[src/rtl/nvram_autosave.sv]
// nvram_autosave
// Sequences load/save requests for the NVRAM backup engine. CPU writes to the
// four battery-backed SRAM regions, image mounts and OSD commands are turned
// into single-cycle load_req/save_req pulses. A new pulse is never issued while
// a transfer is still in progress, and the OSD sees which regions are dirty.
//
// Ports:
//   clk            system clock
//   reset_n        synchronous active-low reset
//   sram_we        one-cycle strobe per CPU write into an SRAM region
//   sram_region    region index of the write (0 ROM, 1 Ext A, 2 Ext B, 3 CMOS)
//   img_mounted    per-region mount pulses
//   osd_load       manual load request (rising edge triggers)
//   osd_save       manual save request (rising edge triggers)
//   autosave_en    enables the quiet-timer autosave
//   backup_active  OR of the engine's sd_rd / sd_wr bits
//   load_req       one-cycle load pulse
//   save_req       one-cycle save pulse
//   dirty          per-region written-since-last-transfer flags
//   busy           high while a request is being issued or awaited
module nvram_autosave #(
  parameter logic [31:0] QUIET_CYCLES  = 32'd42_954_540,
  parameter logic [31:0] SETTLE_CYCLES = 32'd4_295_454,
  parameter logic [7:0]  GUARD_CYCLES  = 8'd64
) (
  input  logic       clk,
  input  logic       reset_n,
  input  logic       sram_we,
  input  logic [1:0] sram_region,
  input  logic [3:0] img_mounted,
  input  logic       osd_load,
  input  logic       osd_save,
  input  logic       autosave_en,
  input  logic       backup_active,
  output logic       load_req,
  output logic       save_req,
  output logic [3:0] dirty,
  output logic       busy
);

  localparam logic [0:0] ST_IDLE = 1'b0;
  localparam logic [0:0] ST_WAIT = 1'b1;

  // The pending flags are registered, so the expiry decision has to be taken
  // one cycle before the pulse. The quiet counter therefore tops out at
  // QUIET_CYCLES-1 and the settle counter is loaded with SETTLE_CYCLES-1.
  localparam logic [31:0] QUIET_TERM  = (QUIET_CYCLES  == 32'd0) ? 32'd0 : QUIET_CYCLES  - 32'd1;
  localparam logic [31:0] SETTLE_LOAD = (SETTLE_CYCLES == 32'd0) ? 32'd0 : SETTLE_CYCLES - 32'd1;

  logic [0:0]  state_reg;
  logic [7:0]  guard_reg;
  logic [31:0] quiet_reg;
  logic [31:0] settle_reg;
  logic        settle_armed_reg;
  logic        load_pend_reg;
  logic        save_man_reg;
  logic        save_auto_reg;
  logic [3:0]  dirty_reg;
  logic        osd_load_prev_reg;
  logic        osd_save_prev_reg;

  logic        pulse;
  logic        osd_load_rise;
  logic        osd_save_rise;
  logic        quiet_fire;
  logic        settle_fire;
  logic [8:0]  guard_inc;
  logic        guard_done;
  logic [3:0]  dirty_next;

  // Pulses come straight from registered state; load always wins.
  assign load_req = (state_reg == ST_IDLE) && load_pend_reg;
  assign save_req = (state_reg == ST_IDLE) && !load_pend_reg && (save_man_reg || save_auto_reg);
  assign pulse    = load_req || save_req;
  assign busy     = (state_reg == ST_WAIT) || pulse;
  assign dirty    = dirty_reg;

  assign osd_load_rise = osd_load && !osd_load_prev_reg;
  assign osd_save_rise = osd_save && !osd_save_prev_reg;

  // Fires once, on the step into the terminal count; the counter then holds
  // there so no further autosave happens until another write restarts it.
  assign quiet_fire = autosave_en && (dirty_reg != 4'd0) && !sram_we &&
                      (QUIET_TERM != 32'd0) && (quiet_reg == QUIET_TERM - 32'd1);

  // A mount in the same cycle restarts the window instead of expiring it.
  assign settle_fire = settle_armed_reg && (img_mounted == 4'd0) && (settle_reg <= 32'd1);

  assign guard_inc  = {1'b0, guard_reg} + 9'd1;
  assign guard_done = !backup_active && (guard_inc >= {1'b0, GUARD_CYCLES});

  // A write in the pulse cycle survives the clear (set beats clear).
  generate
    for (genvar gi = 0; gi < 4; gi++) begin : g_dirty
      assign dirty_next[gi] = (sram_we && (sram_region == 2'(gi))) ||
                              (dirty_reg[gi] && !pulse);
    end
  endgenerate

  always_ff @(posedge clk) begin
    if (!reset_n) begin
      state_reg         <= ST_IDLE;
      guard_reg         <= 8'd0;
      quiet_reg         <= 32'd0;
      settle_reg        <= 32'd0;
      settle_armed_reg  <= 1'b0;
      load_pend_reg     <= 1'b0;
      save_man_reg      <= 1'b0;
      save_auto_reg     <= 1'b0;
      dirty_reg         <= 4'd0;
      osd_load_prev_reg <= 1'b0;
      osd_save_prev_reg <= 1'b0;
    end else begin
      osd_load_prev_reg <= osd_load;
      osd_save_prev_reg <= osd_save;
      dirty_reg         <= dirty_next;

      if (sram_we) begin
        quiet_reg <= 32'd0;
      end else if ((dirty_reg != 4'd0) && (quiet_reg < QUIET_TERM)) begin
        quiet_reg <= quiet_reg + 32'd1;
      end

      if (img_mounted != 4'd0) begin
        settle_reg       <= SETTLE_LOAD;
        settle_armed_reg <= 1'b1;
      end else if (settle_armed_reg) begin
        if (settle_fire) begin
          settle_armed_reg <= 1'b0;
        end
        if (settle_reg != 32'd0) begin
          settle_reg <= settle_reg - 32'd1;
        end
      end

      // New events take priority over the clear, so nothing arriving in a
      // pulse cycle is lost.
      if (osd_load_rise || settle_fire) begin
        load_pend_reg <= 1'b1;
      end else if (load_req) begin
        load_pend_reg <= 1'b0;
      end

      if (osd_save_rise) begin
        save_man_reg <= 1'b1;
      end else if (save_req) begin
        save_man_reg <= 1'b0;
      end

      // A load makes a pending autosave moot; a manual save survives it.
      if (quiet_fire) begin
        save_auto_reg <= 1'b1;
      end else if (pulse) begin
        save_auto_reg <= 1'b0;
      end

      case (state_reg)
        ST_IDLE: begin
          if (pulse) begin
            state_reg <= ST_WAIT;
            guard_reg <= 8'd0;
          end
        end
        default: begin
          if (backup_active) begin
            guard_reg <= 8'd0;
          end else if (guard_reg != 8'hFF) begin
            guard_reg <= guard_reg + 8'd1;
          end
          if (guard_done) begin
            state_reg <= ST_IDLE;
          end
        end
      endcase
    end
  end

endmodule
[config.mk]
export PLATFORM = sky130hd
export DESIGN_NAME = nvram_autosave
export DESIGN_NICKNAME = d
export VERILOG_FILES = /design/src/rtl/nvram_autosave.sv
export SDC_FILE = /design/constraint.sdc
export NUM_CORES = 1
export LEC_CHECK = 0
export BUFFER_PORTS_ARGS = -buffer_cell sky130_fd_sc_hd__buf_4
export CAP_MARGIN = 20
export CORE_AREA = 3 3 68 133
export DETAILED_ROUTE_END_ITERATION = 10
export DIE_AREA = 0 0 71 136
export PLACE_DENSITY = 0.67
export SLEW_MARGIN = 20
export SYNTH_ARGS = -nofsm -noshare
export SYNTH_HDL_FRONTEND = slang
export SYNTH_SLANG_ARGS = --single-unit
[constraint.sdc]
create_clock -name clk -period 8.6 [get_ports clk]
set_clock_uncertainty 0.1 [all_clocks]
set_input_delay 0.86 -clock clk [delete_from_list [all_inputs] [get_ports clk]]
set_output_delay 0.86 -clock clk [all_outputs]
set_load 0.02 [all_outputs]
==> flow_summary.toml <==
[run_status]
status = "finished, final reports clean"

[routing]
ant_nets = 0
wl_per_cell_um = 16.5
drcViolationCount = 0
routed_wl_mm = 9.87
drtIter0Drc = 201
first_pass_iters = 5
vias = 3766
routed_via_density = 6.30

[clock_tree]
clk_pin_slew_ns = 0.06
clk_path_buf_depth = 2
cts_sinks = 83
numCtsBuffers = 9
cts_root_buf = "clkbuf_16"
cts_hold_buf = 0
cts_setup_buffers = 0
cts_repair_resize_count = 0
tritoncts = "done"
insertion_delay_ns = 0.34
htree_levels = 3

[setup_path]
endpoint_kind = "flop"
endpoint = "settle_reg[28]"
reg2reg_slack_ns = 5.49
path_class = "flop to flop"
rr_worst_depth = 5
startpoint = "settle_reg[16]"
worst_r2r_endpoint = "settle_reg[28]"
critical_path_arrival_ns = 3.25
worstPathMaxFanout = 15
setup.worst_path.start_class = "flop"
crit_required_ns = 8.75
r2r-start = "settle_reg[16]"

[sta]
clock.fmax_ghz = 0.322
report.final.slew_viol_count = 0
postLayoutSetupSlackWorst_ns = 5.49
fin_hold_ws_ns = 0.366
fin_crit_sh_pct = 36.1
relSlewSlack_pct = 32.7
finalHoldViolations = 0
finalSetupViolations = 0
fin_setup_tns_ns = 0
rsz0062_at_grt = "no"
worst_slew_pin_slew_ns = 0.996
period_minus_slack_ns = 3.11

[pwr]
p_switching_uw = 203
clockPowerShare_pct = 44.5
internal-power_uw = 625
pwr-share-comb_pct = 7.4
power.density_mw_per_mm2 = 181
peakVddDrop_uv = 109
seq_power_share_pct = 48.1
swShare_pct = 24.5
leakage_nw = 1.51

[global_routing]
grt_pass1_vias = 3515
grt_pass1_wl_mm = 16.5
grt_max_degree = 29
globalRouteOverflowTotal = 0
antenna_found_initial = 0
grt_use_total_pct = 21.5

[placed_design]
place_ws_ns = 5.50
gp_congestion = 0.807
dpl.hpwl_mm = 7.14
io_buffers = 19
placed_area_mm2 = 0.00429
dp_cells = 582

[logic_synthesis]
ys.flop_type = "dfxtp_1"
syn-num-nets = 505
yosysTopAreaCell = "dfxtp_1"
synth-seq-area-share_pct = 40.7
synthTopCellsByArea = "dfxtp_1, a21oi_1, or3_1"
ys_seq_elements = 83
avgSynthCellArea_um2 = 8.42
yosysUniqueCellTypes = 53
synth_top_area_share_pct = 40.7
synth_edf_count = 0
synth_warnings = 0
async_reset_ff_share_pct = 0
synth_area_mm2 = 0.00408
synthCells = 485

[final_layout]
fin_nets = 517
drive_above_1_share_pct = 10.4
layout_commonest_cell = "dfxtp_1"
final_cell_area_mm2 = 0.00458
final_cells = 598
insertedDiodeCount = 0
mostFrequentLayoutCells = "dfxtp_1, a21oi_1, or3_1, o21ai_0, or4_1"
syn2layout_area_growth_pct = 12.3

[floorplan]
die_area_mm2 = 0.00966
rows = 46
die_h_um = 136
core_area_mm2 = 0.00806
start_util_pct = 50.7
die_w_um = 71
io_pins = 20

[hold_path]
min_path_type = "flop to flop"

[run]
drv_cap = 0
per-layer routing:
| layer | part of all wire, % | wire length (um) | track usage (%) |
|---|---|---|---|
| met5 | 0 | 0 | 0 |
| met3 | 2.7 | 269 | 5.03 |
| met1 | 40 | 3940 | 22.3 |
| met2 | 56 | 5510 | 40.5 |
| met4 | 1.5 | 153 | 8.79 |
power groups by stage:
stage,clock [mW],sequential [mW],combinational (mW)
floorplan,0,0.405,0.0410
global placement,0,0.407,0.0602
detailed placement,0,0.407,0.0613
CTS,0.379,0.398,0.0615
global route,0.394,0.399,0.0678
finish,0.368,0.399,0.0612
metrics by stage:
| stage | total power, mW | utilization [%] |
|---|---|---|
| final | 0.828 | 56.9 |
| after global routing | 0.861 | 56.9 |
| after CTS | 0.839 | 56.9 |
| after detailed placement | 0.468 | 53.3 |
| after global placement | 0.467 | 53.3 |
| after floorplan | 0.446 | - |
final cells by class:
class,count,area [um2]
fill,752,3470
multi-input combinational,372,2320
sequential,83,1660
clock buffer,11,253
timing repair buffer,21,158
tap,96,120
clock inverter,5,37.5
inverter,10,37.5
worst min-delay path by stage:
stage | start | to | slack, ns | cells past startpoint
after floorplan | quiet_reg[26] | quiet_reg[26] | 0.33 | 1
after global placement | quiet_reg[31] | quiet_reg[31] | 0.34 | 1
after detailed placement | quiet_reg[28] | quiet_reg[28] | 0.35 | 1
after CTS | quiet_reg[28] | quiet_reg[28] | 0.36 | 1
after global routing | quiet_reg[29] | quiet_reg[29] | 0.39 | 1
final | quiet_reg[27] | quiet_reg[27] | 0.37 | 1
Yosys cell counts (2+ instances only):
cell	instances
a32oi_1	2
dfxtp_1	83
o2111ai_1	3
nor3_1	12
o31a_1	4
mux2i_1	4
or4_1	30
a211oi_1	3
a32o_1	2
and3_1	7
a21oi_1	48
or3_1	36
ha_1	7
nand2_1	28
a22oi_1	2
nand4_1	10
o211ai_1	3
xor2_1	4
nor2_1	22
o21a_1	8
nor2b_1	2
o41ai_1	3
clkbuf_1	16
nand2b_1	4
nor3b_1	4
and4_1	3
o21ai_0	36
nor4_1	12
nand3_1	19
or2_2	9
o31ai_1	12
buf_2	3
and2_1	10
inv_1	9
a31oi_1	7
critical path: stages, from the launching register on:
cell	delay (ns)
dfxtp_1	0.36
or4_1	0.67
or4_1	0.65
o2111ai_1	0.84
o21ai_0	0.22
a21oi_1	0.18
cell families (layout without fill, tap and decap cells):
kind of cell	after synthesis	after routing	synth area share [%]
fa+ha+maj	7	7	2.14
compound gates	144	144	22.3
xor+xnor	5	5	1.07
flops	83	83	40.7
buf+inv	30	47	2.85
mux	4	4	0.980
simple gates	212	212	30.0
Power figures use the tool's default switching activity.
